--- src/rtl/switch_debounce_pkg.sv ---
`default_nettype none
// ============================================================================
//  Module   : switch_debounce_pkg
//  Purpose  : Shared types for the switch debouncer. Holds the per-bit
//             debounce state encoding used by debounce_bit.
//  Ports    : none (package)
//  Revision : 1.0 - initial release
// ============================================================================
package switch_debounce_pkg;

    // Per-bit debounce state: idle with the input agreeing with the
    // debounced level, or counting towards a level flip.
    typedef enum logic [0:0] {
        ST_STABLE   = 1'b0,
        ST_COUNTING = 1'b1
    } db_state_e;

endpackage : switch_debounce_pkg
`default_nettype wire

--- src/rtl/debounce_bit.sv ---
`default_nettype none
// ============================================================================
//  Module   : debounce_bit
//  Purpose  : One-bit switch conditioner: 2-flop synchronizer, stability
//             counter, debounced level register and registered rise/fall
//             pulses.
//  Ports    : clk      - clock, all state on rising edge
//             reset    - synchronous active-high reset
//             s_i      - raw asynchronous switch level
//             level_o  - debounced level (registered)
//             rise_o   - one-cycle 0->1 pulse (registered)
//             fall_o   - one-cycle 1->0 pulse (registered)
//             flip_o   - level will flip on the next edge (combinational,
//                        lets the parent register a coincident summary flag)
//  Revision : 1.0 - initial release
// ============================================================================
module debounce_bit
    import switch_debounce_pkg::*;
#(
    parameter int STABLE_CYCLES = 50000,
    parameter int CW            = $clog2(STABLE_CYCLES)
) (
    input  logic clk,
    input  logic reset,
    input  logic s_i,
    output logic level_o,
    output logic rise_o,
    output logic fall_o,
    output logic flip_o
);

    localparam logic [CW-1:0] C_TERM = CW'(STABLE_CYCLES - 1);

    logic          sync1_q;
    logic          sync2_q;
    logic          level_q;
    logic          rise_q;
    logic          fall_q;
    logic [CW-1:0] cnt_q;
    db_state_e     state_q;
    logic          flip_d;

    // Terminal count reached while the synchronized input still disagrees
    // with the debounced level: the level flips on the coming edge.
    assign flip_d = (state_q == ST_COUNTING) && (cnt_q == C_TERM) &&
                    (sync2_q != level_q);

    always_ff @(posedge clk) begin
        if (reset) begin
            sync1_q <= 1'b0;
            sync2_q <= 1'b0;
            level_q <= 1'b0;
            rise_q  <= 1'b0;
            fall_q  <= 1'b0;
            cnt_q   <= '0;
            state_q <= ST_STABLE;
        end else begin
            sync1_q <= s_i;
            sync2_q <= sync1_q;
            rise_q  <= 1'b0;
            fall_q  <= 1'b0;
            if (sync2_q == level_q) begin
                // Any bounce back to the current level discards the count.
                cnt_q   <= '0;
                state_q <= ST_STABLE;
            end else if (flip_d) begin
                level_q <= sync2_q;
                rise_q  <= sync2_q;
                fall_q  <= ~sync2_q;
                cnt_q   <= '0;
                state_q <= ST_STABLE;
            end else begin
                cnt_q   <= cnt_q + CW'(1);
                state_q <= ST_COUNTING;
            end
        end
    end

    assign level_o = level_q;
    assign rise_o  = rise_q;
    assign fall_o  = fall_q;
    assign flip_o  = flip_d;

endmodule : debounce_bit
`default_nettype wire

--- src/rtl/switch_debounce.sv ---
`default_nettype none
// ============================================================================
//  Module   : switch_debounce
//  Purpose  : Conditions N raw board switches/buttons into clean debounced
//             levels with one-cycle rise/fall pulses per bit.
//  Ports    : clk     - clock
//             reset   - synchronous active-high reset
//             s       - raw switch levels [N-1:0], asynchronous to clk
//             s_db    - debounced levels (registered)
//             rise    - per-bit 0->1 pulses (registered)
//             fall    - per-bit 1->0 pulses (registered)
//             changed - OR of all rise|fall, registered, coincident
//  Revision : 1.0 - initial release
// ============================================================================
module switch_debounce
    import switch_debounce_pkg::*;
#(
    parameter int N             = 4,
    parameter int STABLE_CYCLES = 50000,
    parameter int CW            = $clog2(STABLE_CYCLES)
) (
    input  logic         clk,
    input  logic         reset,
    input  logic [N-1:0] s,
    output logic [N-1:0] s_db,
    output logic [N-1:0] rise,
    output logic [N-1:0] fall,
    output logic         changed
);

    logic [N-1:0] flip_d;
    logic         changed_q;

    for (genvar gi = 0; gi < N; gi++) begin : g_bit
        debounce_bit #(
            .STABLE_CYCLES (STABLE_CYCLES),
            .CW            (CW)
        ) u_bit (
            .clk     (clk),
            .reset   (reset),
            .s_i     (s[gi]),
            .level_o (s_db[gi]),
            .rise_o  (rise[gi]),
            .fall_o  (fall[gi]),
            .flip_o  (flip_d[gi])
        );
    end

    // Registered from the per-bit flip indications so it lands in the same
    // cycle as the rise/fall pulses rather than one cycle later.
    always_ff @(posedge clk) begin
        if (reset) begin
            changed_q <= 1'b0;
        end else begin
            changed_q <= |flip_d;
        end
    end

    assign changed = changed_q;

endmodule : switch_debounce
`default_nettype wire

--- config.mk ---
export PLATFORM = sky130hd
export DESIGN_NAME = switch_debounce
export DESIGN_NICKNAME = d
export VERILOG_FILES = /design/src/rtl/switch_debounce_pkg.sv /design/src/rtl/debounce_bit.sv /design/src/rtl/switch_debounce.sv
export SDC_FILE = /design/constraint.sdc
export NUM_CORES = 1
export LEC_CHECK = 0
export BUFFER_PORTS_ARGS = -buffer_cell sky130_fd_sc_hd__buf_2
export CORE_MARGIN = 4
export CORE_UTILIZATION = 55
export CTS_CLUSTER_SIZE = 10
export DETAILED_ROUTE_END_ITERATION = 8
export HOLD_SLACK_MARGIN = 0.02
export PLACE_DENSITY = 0.7
export SLEW_MARGIN = 10
export SYNTH_ARGS = -nofsm -noshare
export SYNTH_HDL_FRONTEND = slang
export SYNTH_SLANG_ARGS = --single-unit
export TNS_END_PERCENT = 50
--- constraint.sdc ---
create_clock -name clk -period 3.1 [get_ports clk]
set_clock_uncertainty 0.2 [all_clocks]
set_input_delay 0.155 -clock clk [delete_from_list [all_inputs] [get_ports clk]]
set_output_delay 0.155 -clock clk [all_outputs]
set_load 0.02 [all_outputs]
* After elaboration in Yosys (flattened, before gate mapping) *
Index checks and enable logic that the tools add are counted.

operators by class
  $add $sub $neg = 4
  eq/ne operators = 12
  mux-type cells = 4
  bitwise operators = 12
  reduce and logical (&&, ||, !) cells = 25

operator list
  kind                                                             number
  16-bit by 1-bit adder with 16-bit output, second input constant  4
  16-bit equality test, second input constant                      4
  3-bit OR reduction                                               8
  1-bit inverter                                                   12
  1-bit logical AND                                                8
  2-bit AND reduction                                              4
  2-bit OR reduction                                               4
  1-bit equality test                                              4
  1-bit two-way mux                                                4
  1-bit inequality test                                            4
  4-bit OR reduction                                               1

storage, ports and cells
  register bits after elaboration = 89
  input bits = 6
  output and inout port bits = 13
  word-level logic and storage cells = 86

* Logic depth before layout (Yosys ltp) *
Gate-level depths: netlist of the first run.

  word-level depth = 5
  gate-level depth with buffers = 6
  depth with buffers taken out = 6

* By module *
From an unflattened synthesis of the first run, not the netlist that was laid out.

unflattened totals
  cell total of the unflattened synthesis = 403
  area, all modules = 3,758.6 µm²

modules (own cells, without submodules)
  module           times used  cells each  area an instance (µm²)  seq. area each (µm²)
  debounce_bit     4           100         932.1                   440.4
  switch_debounce  1           3           30.0                    20.0

* Worst setup path before layout of the first run *
OpenSTA, ideal clock, no wires.

  path type = flip-flop to flip-flop
  start = register g_bit[2].u_bit.cnt_q[4]
  end = register g_bit[2].u_bit.cnt_q[10]
  setup time = 0.115 ns
  arrival = 1.640 ns
  data required time = 2.785 ns
  slack = 1.145 ns
  stages on the path, launching flop included = 6
  path buffers = 1
  period minus slack after synthesis = 1.955 ns
  cell sequence = dfxtp_1 > or4_1 > or3_4 > o21ai_4 > buf_6 > nor2_2

on the way
  word-level cells in the longest chain between the ends = 4
  elaborated cells between the ends (all ways) = 5
  classes of those cells = add/sub: 1; eq/ne: 1; reduce/logical: 3

ends and longest elaborated chain
  element                                                                           RTL line            RTL
  from (decl)                                                                       debounce_bit.sv:39  logic [CW-1:0] cnt_q;
  from (signal assigned)                                                            debounce_bit.sv:73  cnt_q <= cnt_q + CW'(1);
  branches (longest 4 deep; another with 16-bit by 1-bit adder with 16-bit output)  n/a

Several ways; the timed one is not identified.
A chain may end at the register's enable or synchronous reset.

* Worst setup path after layout of the first run *
  start = register g_bit[1].u_bit.cnt_q[0]
  end = register g_bit[1].u_bit.cnt_q[1]

on the way
  word-level cells in the longest chain between the ends = 4
  elaborated cells between the ends (all ways) = 5
  classes of those cells = add/sub: 1; eq/ne: 1; reduce/logical: 3

ends and longest elaborated chain
  element                                                                           RTL line
  from (decl)                                                                       debounce_bit.sv:39
  from (signal assigned)                                                            debounce_bit.sv:73
  branches (longest 4 deep; another with 16-bit by 1-bit adder with 16-bit output)  n/a

Several ways; the timed one is not identified.

==> reports/results.tsv, run 1 <==
metric	value	unit
hold path depth	1	
Max Buffers Root-to-Sink	2	
Nets	448	
worst reg-to-reg setup slack	800	ps
Avg Cell Area, Syn	9.04	um2
pin count of the biggest net entering global routing	25	
R2R cell count	6	
worst endpoint required time	3150	ps
Yosys reg bits	89	
WHS Endpoint	g_bit[0].u_bit.sync2_q	
total die area	8320	um2
Main synth FF type	dfxtp_1	
LEAKAGE	1.32	nW
Worst Path Arrival	2350	ps
Setup TNS Final	0	ps
Distinct cells, synth	40	
Final Wtd Congestion	0.867	
Fill cells	595	
CP Launch Type	flop	
final setup vio count	0	
final hold vios	0	
Clk Latency, worst-skew pair	360	ps
CP Class	flop to flop	
number of remaining DRC errors	0	
Post-synth EDFFs	0	
Syn Nets	431	
io pins	19	
Sequential Power Share	0.586	
Max Slew Vio Count	0	
share of layout cells above drive strength 1	0.122	
std cell rows	30	
commonest non-fill, non-tap cell in the layout	dfxtp_1	
Critical R2R Capture	g_bit[1].u_bit.cnt_q[1]	
RSZ-0062 raised after global routing	no	
combinational group share of total power	0.016	
fin crit share	0.742	
Layout area overhead	8.42	%
GRT Total Usage	0.162	
max incr delay on CP	510	ps
final WL	6420	um
Internal	1.57	mW
post-synth top area cell	dfxtp_1	
H-tree depth	3	
r2r startpoint	g_bit[1].u_bit.cnt_q[0]	
power density of the placed cells	478	nW/um2
core area	6760	um2
clock root buffer	clkbuf_8	
CTS tree	yes	
Max-slew headroom	0.559	
CP top delay family	simple AND/OR/NAND/NOR gates	
DIE HEIGHT	91.2	um
first-pass GRT wire length	11000	um
critical path depth in cells	6	
CTS sink count	89	
max cap viols	0	
cts hold-fix bufs	6	
Initial Utilization	0.563	
CP Max Fanout	16	
Worst setup EP type	flop	
most frequent cells in the layout	89 x dfxtp_1, 65 x nor2_1, 44 x xnor2_1, 31 x nand3_1	
VDD IR max	292	uV
largest cells by area after synthesis	dfxtp_1 47%, xnor2_1 10%, nor2_1 6.4%, nand3_1 4.1%, nor4_1 3.0%	
post-DP HPWL	4490	um
clock share of power	0.398	
Ys Warns	0	
postcts setup bufs	0	
Synth async-reset ratio	0	
status	complete, no violations	
Hold WC Path Type	flop to flop	
Die X	91.2	um
CTS Buf Count	9	
switching pwr	0.398	mW
PortBufs	18	
minimum clock period	2300	ps
# diodes	0	
via count	2806	
share of the synthesized area in the top cell type	0.468	
Post-DRT Antenna Nets	0	
Synth Instances	421	
final core occ	0.611	
Switching Fraction	0.202	
CP bufs+invs	1	
register area share after synthesis	0.468	
vias in the first global route	2549	
Vias per Instance	5.38	
PostCTS Resize Cnt	0	
Least-Margin Pin Slew	662	ps
initial antenna violation count	0	
Critical Path, Cell by Cell	ha_1 > nand3_1 > or3_1 > o21ai_2 > inv_2 > and2_1	
Congestion Overflow GR	0	
Pre-Repair DR Iteration Count	4	
CP max stage cell	o21ai_2	
DRT iter0 DRCs	44	
clk slew on worst S/H paths	80	ps
routed len/inst	12.3	um
Synth Cell Area	3810	um2
f_max	435	MHz
Hold Crit Start	g_bit[0].u_bit.sync1_q	
-- logic make-up (layout without fill, tap and decap cells) --
| group | Yosys count | in the layout | synth area share |
|---|---|---|---|
| compound gates | 21 | 21 | 0.0372 |
| xor+xnor | 55 | 55 | 0.127 |
| fa+ha+maj | 4 | 4 | 0.0131 |
| buf+inv | 35 | 56 | 0.0506 |
| flops | 89 | 89 | 0.468 |
| simple gates | 217 | 217 | 0.304 |
-- synth_stat cells (2+ instances only) --
cell type / count
a21oi_1: 6
and2_1: 3
and3_1: 7
and4_1: 2
buf_4: 14
clkbuf_1: 3
dfxtp_1: 89
ha_1: 4
inv_1: 14
inv_2: 2
nand2_1: 12
nand2b_1: 5
nand3_1: 31
nand4_1: 17
nor2_1: 65
nor2_2: 9
nor2b_1: 12
nor3_1: 12
nor4_1: 18
nor4b_1: 2
o21ai_0: 7
o21ai_2: 3
o41ai_1: 3
or3_1: 8
or4_1: 5
xnor2_1: 44
xor2_1: 11
-- per-stage QoR --
stage / hold WS (ps) / power [mW] / cell area [um2] / cells / setup slack [ps]
2_1_floorplan: 83.2 / 1.20 / 3810 / 421 / 1140
3_3_place_gp: 171 / 1.21 / 3870 / 501 / 851
3_5_place_dp: 177 / 1.21 / 3870 / 501 / 786
4_1_cts: 238 / 1.99 / 4130 / 522 / 760
5_1_grt: 257 / 2.05 / 4130 / 522 / 551
6_report: 239 / 1.97 / 4130 / 522 / 801
-- per-layer routing --
| metal | share of wire | GRT usage | up-vias |
|---|---|---|---|
| li1 | - | - | 1464 |
| met1 | 0.48 | 0.196 | 1283 |
| met2 | 0.46 | 0.259 | 47 |
| met3 | 0.043 | 0.0481 | 12 |
| met4 | 0.021 | 0.0842 | 0 |
| met5 | 0 | 0 | - |
-- registers in the layout (all words and copies together), names as in the netlist --
| register | flops |
|---|---|
| g_bit.u_bit.cnt_q | 64 |
| changed | 1 |
| g_bit.u_bit.fall_o | 4 |
| g_bit.u_bit.state_q | 4 |
| g_bit.u_bit.sync1_q | 4 |
| g_bit.u_bit.level_o | 4 |
| g_bit.u_bit.rise_o | 4 |
| g_bit.u_bit.sync2_q | 4 |
-- power by group through the flow --
stage	combinational (mW)	clock (mW)	sequential [mW]
2_1_floorplan	0.0196	0	1.18
3_3_place_gp	0.0260	0	1.18
3_5_place_dp	0.0263	0	1.18
4_1_cts	0.0322	0.807	1.15
5_1_grt	0.0356	0.854	1.16
6_report	0.0316	0.785	1.15
-- worst reg2reg max path: cells and delay by family, from the launching register on --
kind	cells	cell delay, ps
buf+inv	1	70
compound gates	1	510
flops	1	380
fa+ha+maj	1	200
simple gates	3	850
-- layout make-up --
type | count | area, um2 | share of cell area
well taps | 80 | 100 | 0.0243
repair buffers | 25 | 158 | 0.0382
clock inverters | 3 | 40.0 | 0.00970
inverters | 16 | 60.1 | 0.0146
clock buffers | 12 | 155 | 0.0376
flip-flops and latches | 89 | 1780 | 0.432
multi-input cells | 297 | 1830 | 0.444
-- worst max path at each step --
stage | from | endpoint | slack [ps]
6_report | g_bit[1].u_bit.cnt_q[0] | g_bit[1].u_bit.cnt_q[1] | 800
5_1_grt | g_bit[1].u_bit.cnt_q[0] | g_bit[1].u_bit.cnt_q[1] | 550
4_1_cts | g_bit[1].u_bit.cnt_q[0] | g_bit[1].u_bit.cnt_q[1] | 760
3_5_place_dp | g_bit[1].u_bit.cnt_q[0] | g_bit[1].u_bit.cnt_q[1] | 790
3_3_place_gp | g_bit[1].u_bit.cnt_q[0] | g_bit[1].u_bit.cnt_q[1] | 850
2_1_floorplan | g_bit[2].u_bit.cnt_q[4] | g_bit[2].u_bit.cnt_q[10] | 1140
Note: power is estimated with default switching activity, not from simulation.
==> inputs of run 2 (changes only) <==
--- a/config.mk
+++ b/config.mk
@@ -5,13 +5,14 @@
 export SDC_FILE = /design/constraint.sdc
 export NUM_CORES = 1
 export LEC_CHECK = 0
+export ABC_AREA = 1
 export BUFFER_PORTS_ARGS = -buffer_cell sky130_fd_sc_hd__buf_2
 export CORE_MARGIN = 4
 export CORE_UTILIZATION = 55
 export CTS_CLUSTER_SIZE = 10
 export DETAILED_ROUTE_END_ITERATION = 8
 export HOLD_SLACK_MARGIN = 0.02
-export PLACE_DENSITY = 0.7
+export PLACE_DENSITY = 0.72
 export SLEW_MARGIN = 10
 export SYNTH_ARGS = -nofsm -noshare
 export SYNTH_HDL_FRONTEND = slang
==> constraint.sdc (replaced) <==
create_clock -name clk -period 1.9 [get_ports clk]
set_clock_uncertainty 0.2 [all_clocks]
set_input_delay 0.095 -clock clk [delete_from_list [all_inputs] [get_ports clk]]
set_output_delay 0.095 -clock clk [all_outputs]
set_load 0.02 [all_outputs]
==> run 2 against run 1 <==
Die area grew 3.7%. Clock power increased by 38%. Register-to-register slack worse by 640 ps. Sequential power rose by 63%. Flip-flop and latch count did not move. Total power up 54%. Synthesized cell count up 27%. Non-clock buffer count grew 9. Cell count increased by 27%. Area after synthesis is 4.1% higher. Critical endpoint is now g_bit[2].u_bit.cnt_q[10]. Highest routed layer unchanged.
==> reports/results.tsv, run 2 <==
metric	value	unit	change
CP max stage cell	dfxtp_1		was o21ai_2
std cell rows	30		unchanged
max cap viols	0		unchanged
minimum clock period	1740	ps	was 2300 ps
combinational group share of total power	0.021		was 0.016
Hold WC Path Type	flop to flop		unchanged
final core occ	0.630		was 0.611
Congestion Overflow GR	0		unchanged
Final Power	3.03	mW	was 1.97 mW
share of layout cells above drive strength 1	0.0991		was 0.122
Critical Path, Cell by Cell	ha_1 > nand2_1 > buf_4 > nor3_4 > nand2_1 > nand2_1 > nor3b_1		was ha_1 > nand3_1 > or3_1 > o21ai_2 > inv_2 > and2_1
Synth async-reset ratio	0		unchanged
Nets	573		was 448
WHS Endpoint	g_bit[3].u_bit.sync2_q		was g_bit[0].u_bit.sync2_q
VDD IR max	541	uV	was 292 uV
Switching Fraction	0.209		was 0.202
most frequent cells in the layout	117 x nor2_1, 93 x nand2_1, 89 x dfxtp_1, 67 x inv_1, 27 x nand3_1		was 89 x dfxtp_1, 65 x nor2_1, 44 x xnor2_1, 31 x nand3_1
CTS sink count	89		unchanged
worst reg-to-reg setup slack	160	ps	was 800 ps
worst endpoint required time	1960	ps	was 3150 ps
CP Max Fanout	6		was 16
Syn Nets	545		was 431
Main synth FF type	dfxtp_1		unchanged
Setup TNS Final	0	ps	unchanged
R2R cell count	7		was 6
fin crit share	0.917		was 0.742
final WL	7050	um	was 6420 um
core area	6910	um2	was 6760 um2
GRT Total Usage	0.176		was 0.162
post-DP HPWL	5220	um	was 4490 um
number of remaining DRC errors	0		unchanged
io pins	19		unchanged
Die X	92.9	um	was 91.2 um
Least-Margin Pin Slew	406	ps	was 662 ps
Final Wtd Congestion	0.802		was 0.867
power density of the placed cells	696	nW/um2	was 478 nW/um2
Yosys reg bits	89		unchanged
clock root buffer	clkbuf_8		unchanged
post-synth top area cell	dfxtp_1		unchanged
Synth top cells by count	117 x nor2_1, 94 x nand2_1, 89 x dfxtp_1		was 89 x dfxtp_1, 65 x nor2_1, 44 x xnor2_1
DIE HEIGHT	92.9	um	was 91.2 um
Fill cells	659		was 595
Worst setup EP type	flop		unchanged
DP Worst Slack	133	ps	was 786 ps
status	complete, no violations		unchanged
LEAKAGE	1.66	nW	was 1.32 nW
largest cells by area after synthesis	dfxtp_1 45%, nor2_1 11%, nand2_1 8.9%, inv_1 6.3%, xor2_1 4.9%		was dfxtp_1 47%, xnor2_1 10%, nor2_1 6.4%, nand3_1 4.1%, nor4_1 3.0%
Initial Utilization	0.574		was 0.563
Internal	2.40	mW	was 1.57 mW
pin count of the biggest net entering global routing	16		was 25
Pre-Repair DR Iteration Count	4		unchanged
PortBufs	18		unchanged
Avg Cell Area, Syn	7.40	um2	was 9.04 um2
Largest register FFs	64		unchanged
# diodes	0		unchanged
hold path depth	2		was 1
CP Class	flop to flop		unchanged
Vias per Instance	4.84		was 5.38
max incr delay on CP	360	ps	was 510 ps
via count	3198		was 2806
vias in the first global route	2913		was 2549
Synth Cell Area	3960	um2	was 3810 um2
Ys Warns	0		unchanged
Critical R2R Capture	g_bit[2].u_bit.cnt_q[10]		was g_bit[1].u_bit.cnt_q[1]
switching pwr	0.632	mW	was 0.398 mW
most frequent cell after synthesis	nor2_1		was dfxtp_1
Distinct cells, synth	30		was 40
Worst Path Arrival	1800	ps	was 2350 ps
Max Slew Vio Count	0		unchanged
initial antenna violation count	0		unchanged
f_max	574	MHz	was 435 MHz
Post-synth EDFFs	0		unchanged
first-pass GRT wire length	12300	um	was 11000 um
Max-slew headroom	0.728		was 0.559
RSZ-0062 raised after global routing	no		unchanged
Post-DRT Antenna Nets	0		unchanged
r2r startpoint	g_bit[2].u_bit.cnt_q[0]		was g_bit[1].u_bit.cnt_q[0]
commonest non-fill, non-tap cell in the layout	nor2_1		was dfxtp_1
total die area	8620	um2	was 8320 um2
Max Buffers Root-to-Sink	2		unchanged
clk slew on worst S/H paths	80	ps	about the same
crit-path most repeated cell	nand2_1		
clock share of power	0.357		was 0.398
CTS Buf Count	9		unchanged
H-tree depth	3		unchanged
Sequential Power Share	0.622		was 0.586
worst hold margin	205	ps	was 239 ps
Clk Latency, worst-skew pair	350	ps	was 360 ps
CP Launch Type	flop		unchanged
Hold Crit Start	g_bit[3].u_bit.sync1_q		was g_bit[0].u_bit.sync1_q
final setup vio count	0		unchanged
share of the synthesized area in the top cell type	0.450		was 0.468
routed len/inst	10.7	um	was 12.3 um
final hold vios	0		unchanged
register area share after synthesis	0.450		was 0.468
DRT iter0 DRCs	93		was 44
final setup margin	158	ps	was 801 ps
Layout area overhead	9.76	%	was 8.42%
Synth Instances	535		was 421
Biggest register	g_bit.u_bit.cnt_q		unchanged
CTS tree	yes		unchanged
[run 2: cell types whose count changed after synthesis, moves of 12 or more]
cell and delta:
nand2_1 +82, xnor2_1 -41, a21oi_1 +12, inv_1 +53, nor4_1 -18, nor2b_1 -12, nor2_1 +52
[run 2: how the worst max path moves through the flow]
stage / endpoint / slack [ps] / startpoint / cells after the start
floorplan: g_bit[2].u_bit.cnt_q[7] / 310 / g_bit[2].u_bit.cnt_q[0] / 7
global placement: g_bit[3].u_bit.cnt_q[10] / 190 / g_bit[3].u_bit.cnt_q[0] / 6
detailed placement: g_bit[1].u_bit.cnt_q[10] / 130 / g_bit[1].u_bit.cnt_q[0] / 8
CTS: g_bit[3].u_bit.cnt_q[10] / 100 / g_bit[3].u_bit.cnt_q[0] / 6
global route: g_bit[0].u_bit.cnt_q[2] / 5 / g_bit[0].u_bit.cnt_q[0] / 7
finish: g_bit[2].u_bit.cnt_q[10] / 160 / g_bit[2].u_bit.cnt_q[0] / 7
[run 2: cell families after synthesis]
kind of cell,synth area share
AOI/OAI and AO/OA,0.0518
adders and majority gates,0.0126
buffers and inverters,0.0998
DFF,0.450
and+or+nand+nor,0.331
xor gates and xnor gates,0.0553
[run 2: critical path: cells and delay by family, from the launching register on]
| kind | cells | cell delay, ps |
|---|---|---|
| simple gates | 5 | 760 |
| flops | 1 | 360 |
| fa+ha+maj | 1 | 180 |
| buf+inv | 1 | 150 |
[run 2: power groups by stage]
stage / Combinational, mW / Clock [mW] / Sequential, mW
after global routing: 0.0724 / 1.20 / 1.88
after floorplan: 0.0344 / 0 / 1.93
final: 0.0636 / 1.08 / 1.88
after CTS: 0.0612 / 1.11 / 1.88
after global placement: 0.0463 / 0 / 1.93
after detailed placement: 0.0473 / 0 / 1.93
[run 2: final cells by class]
type / instances / area, um2 / share of cell area
clock inverter: 1 / 5.00 / 0.00115
inverter: 69 / 259 / 0.0596
tap: 96 / 120 / 0.0276
clock buffer: 12 / 145 / 0.0334
sequential: 89 / 1780 / 0.410
timing repair buffer: 34 / 245 / 0.0564
multi-input combinational: 360 / 1790 / 0.412
[run 2: layer usage]
| layer | wire (um) | GRT usage |
|---|---|---|
| met5 | 0 | 0 |
| met4 | 68 | 0.0501 |
| met3 | 295 | 0.0577 |
| met2 | 3270 | 0.295 |
| met1 | 3410 | 0.215 |
[run 2: repair_timing]
item,in CTS,in global routing
hold buffers,9,0
buffers inserted,0,1
resized for setup,0,2
endpoints found under the hold margin,17,0
setup endpoints to repair,0,12
[run 2: per-stage QoR]
stage | instance area [um2] | cells
5_1_grt | 4350 | 661
3_5_place_dp | 4080 | 638
4_1_cts | 4320 | 660
6_report | 4350 | 661
3_3_place_gp | 4080 | 638
2_1_floorplan | 3960 | 535
==> inputs of run 3 (changes only) <==
--- a/config.mk
+++ b/config.mk
@@ -8,11 +8,11 @@
 export ABC_AREA = 1
 export BUFFER_PORTS_ARGS = -buffer_cell sky130_fd_sc_hd__buf_2
 export CORE_MARGIN = 4
-export CORE_UTILIZATION = 55
+export CORE_UTILIZATION = 45
 export CTS_CLUSTER_SIZE = 10
 export DETAILED_ROUTE_END_ITERATION = 8
 export HOLD_SLACK_MARGIN = 0.02
-export PLACE_DENSITY = 0.72
+export PLACE_DENSITY = 0.61
 export SLEW_MARGIN = 10
 export SYNTH_ARGS = -nofsm -noshare
 export SYNTH_HDL_FRONTEND = slang
==> run 3 against run 2 <==
Non-clock buffer count shrank 1. Register-to-register slack improved by 40 ps. Critical path depth unchanged. Count of clock-buffer cells in the layout decreased by 3. Critical endpoint is now g_bit[0].u_bit.cnt_q[2]. Highest routed layer unchanged. Sequential power hardly changed. Critical path type unchanged. Core utilization is 9.8 points lower. Total power increased by 15%.
==> reports/results.tsv, run 3 (synthesis results as in run 2) <==
metric	value	unit	change
total die area	10400	um2	was 8620 um2
max cap viols	0		unchanged
Critical R2R Capture	g_bit[0].u_bit.cnt_q[2]		was g_bit[2].u_bit.cnt_q[10]
share of layout cells above drive strength 1	0.111		was 0.0991
Final Wtd Congestion	0.832		was 0.802
CP Max Fanout	9		was 6
Layout area overhead	12.4	%	was 9.76%
CP Class	flop to flop		unchanged
Initial Utilization	0.473		was 0.574
via count	3183		was 3198
Final Power	3.49	mW	was 3.03 mW
crit-path most repeated cell	nand3_1		was nand2_1
Post-DRT Antenna Nets	0		unchanged
Vias per Instance	4.74		was 4.84
Largest register FFs	64		unchanged
CTS tree	yes		unchanged
Pre-Repair DR Iteration Count	4		unchanged
R2R cell count	7		unchanged
pin count of the biggest net entering global routing	16		unchanged
Worst Path Arrival	1740	ps	was 1800 ps
clock root buffer	clkbuf_8		unchanged
hold path depth	2		unchanged
final hold vios	0		unchanged
DIE HEIGHT	102	um	was 92.9 um
CP top delay family	simple AND/OR/NAND/NOR gates		unchanged
DRT iter0 DRCs	81		was 93
power density of the placed cells	783	nW/um2	was 696 nW/um2
max incr delay on CP	370	ps	was 360 ps
status	complete, no violations		unchanged
final WL	7170	um	was 7050 um
minimum clock period	1700	ps	was 1740 ps
core area	8380	um2	was 6910 um2
H-tree depth	3		unchanged
LEAKAGE	1.69	nW	was 1.66 nW
Clk Latency, worst-skew pair	340	ps	was 350 ps
area of the multi-input gates	1800	um2	was 1790 um2
worst endpoint required time	1940	ps	was 1960 ps
Critical Path, Cell by Cell	ha_1 > nand3_1 > nor2_1 > nand3_1 > nand2_2 > buf_4 > nor3b_1		was ha_1 > nand2_1 > buf_4 > nor3_4 > nand2_1 > nand2_1 > nor3b_1
vias in the first global route	2998		was 2913
RSZ-0062 raised after global routing	yes		was no
Congestion Overflow GR	0		unchanged
initial antenna violation count	0		unchanged
PortBufs	18		unchanged
Post-Place Cells	646		was 638
clk slew on worst S/H paths	80	ps	about the same
CP max stage cell	dfxtp_1		unchanged
Hold WC Path Type	flop to flop		unchanged
f_max	588	MHz	was 574 MHz
Die X	102	um	was 92.9 um
Least-Margin Pin Slew	382	ps	was 406 ps
Fill cells	826		was 659
# diodes	0		unchanged
Post-Layout Cell Count	672		was 661
commonest non-fill, non-tap cell in the layout	nor2_1		unchanged
VDD IR max	333	uV	was 541 uV
final setup vio count	0		unchanged
worst reg-to-reg setup slack	200	ps	was 160 ps
sequential cell area	1780	um2	unchanged
Nets	572		was 573
first-pass GRT wire length	12800	um	was 12300 um
routed len/inst	10.7	um	about the same
GRT Total Usage	0.151		was 0.176
Max Slew Vio Count	0		unchanged
CP bufs+invs	1		unchanged
fin crit share	0.896		was 0.917
r2r startpoint	g_bit[0].u_bit.cnt_q[0]		was g_bit[2].u_bit.cnt_q[0]
most frequent cells in the layout	116 x nor2_1, 92 x nand2_1, 89 x dfxtp_1, 67 x inv_1, 27 x nand3_1		was 117 x nor2_1, 93 x nand2_1, 89 x dfxtp_1, 67 x inv_1, 27 x nand3_1
CTS sink count	89		unchanged
Worst setup EP type	flop		unchanged
Max-slew headroom	0.744		was 0.728
io pins	19		unchanged
Max Buffers Root-to-Sink	2		unchanged
WHS Endpoint	g_bit[3].u_bit.sync2_q		unchanged
CTS Buf Count	9		unchanged
Biggest register	g_bit.u_bit.cnt_q		unchanged
Hold Crit Start	g_bit[3].u_bit.sync1_q		unchanged
CP Launch Type	flop		unchanged
number of remaining DRC errors	0		unchanged
post-DP HPWL	5360	um	was 5220 um
std cell rows	33		was 30
## run 3: cell count changes in the layout (fill, tap and decap cells not counted), sizes merged
cell,previous run,this run
bufinv,0,3
clkbuf,12,9
clkinvlp,0,2
buf,25,24
clkinv,1,2
## run 3: area by class of cell
class                           count  share of cell area
Clock inverter                      7              0.0267
Tap cell                          105              0.0295
Timing Repair Buffer               33              0.0534
Inverter                           69              0.0581
Multi-Input combinational cell    360               0.404
Sequential cell                    89               0.400
Clock buffer                        9              0.0278
## run 3: repair_timing
action / 4_1_cts / 5_1_grt
hold endpoints to repair: 9 / 0
endpoints found under the setup margin: 0 / 18
hold buffers: 9 / 0
setup buffers: 0 / 1
gates resized for setup: 0 / 5
## run 3: report_power, final
group          switching, mW  total [mW]  internal [mW]
logic                 0.0320      0.0611         0.0291
clock network          0.668        1.54          0.873
registers            0.00711        1.88           1.88
## run 3: worst max-delay path by stage
| stage | startpoint | cells past startpoint | endpoint |
|---|---|---|---|
| 3_3_place_gp | g_bit[1].u_bit.cnt_q[0] | 8 | g_bit[1].u_bit.cnt_q[10] |
| 2_1_floorplan | g_bit[2].u_bit.cnt_q[0] | 7 | g_bit[2].u_bit.cnt_q[7] |
| 4_1_cts | g_bit[3].u_bit.cnt_q[0] | 6 | g_bit[3].u_bit.cnt_q[15] |
| 5_1_grt | g_bit[2].u_bit.cnt_q[0] | 8 | g_bit[2].u_bit.cnt_q[12] |
| 3_5_place_dp | g_bit[3].u_bit.cnt_q[0] | 6 | g_bit[3].u_bit.cnt_q[15] |
| 6_report | g_bit[0].u_bit.cnt_q[0] | 7 | g_bit[0].u_bit.cnt_q[2] |
## run 3: routing by layer
layer / vias to the layer above / GRT usage / wire [um] / part of all wire
met5: - / 0 / 0 / 0
met4: 0 / 0.0545 / 106 / 0.015
met3: 10 / 0.0328 / 176 / 0.025
met2: 21 / 0.242 / 3230 / 0.45
met1: 1430 / 0.202 / 3660 / 0.51
li1: 1722 / - / - / -
## run 3: per-stage QoR
| step | hold slack, ps | cell area (um2) | setup slack (ps) | setup TNS (ps) | util |
|---|---|---|---|---|---|
| 3_5_place_dp | 105 | 4080 | 134 | 0 | 0.487 |
| 5_1_grt | 228 | 4450 | -3.38 | -3.38 | 0.531 |
| 6_report | 211 | 4450 | 198 | 0 | 0.531 |
| 4_1_cts | 214 | 4420 | 121 | 0 | 0.527 |
| 3_3_place_gp | 103 | 4080 | 182 | 0 | 0.487 |
| 2_1_floorplan | 1.97 | 3960 | 313 | 0 | - |
## run 3: worst register-to-register path, delay by kind of cell, from the launching register on
family	cells	cell delay (ps)
adder cells (fa/ha/maj)	1	200
flip-flops	1	370
AND/OR/NAND/NOR	5	640
buffers and inverters	1	190
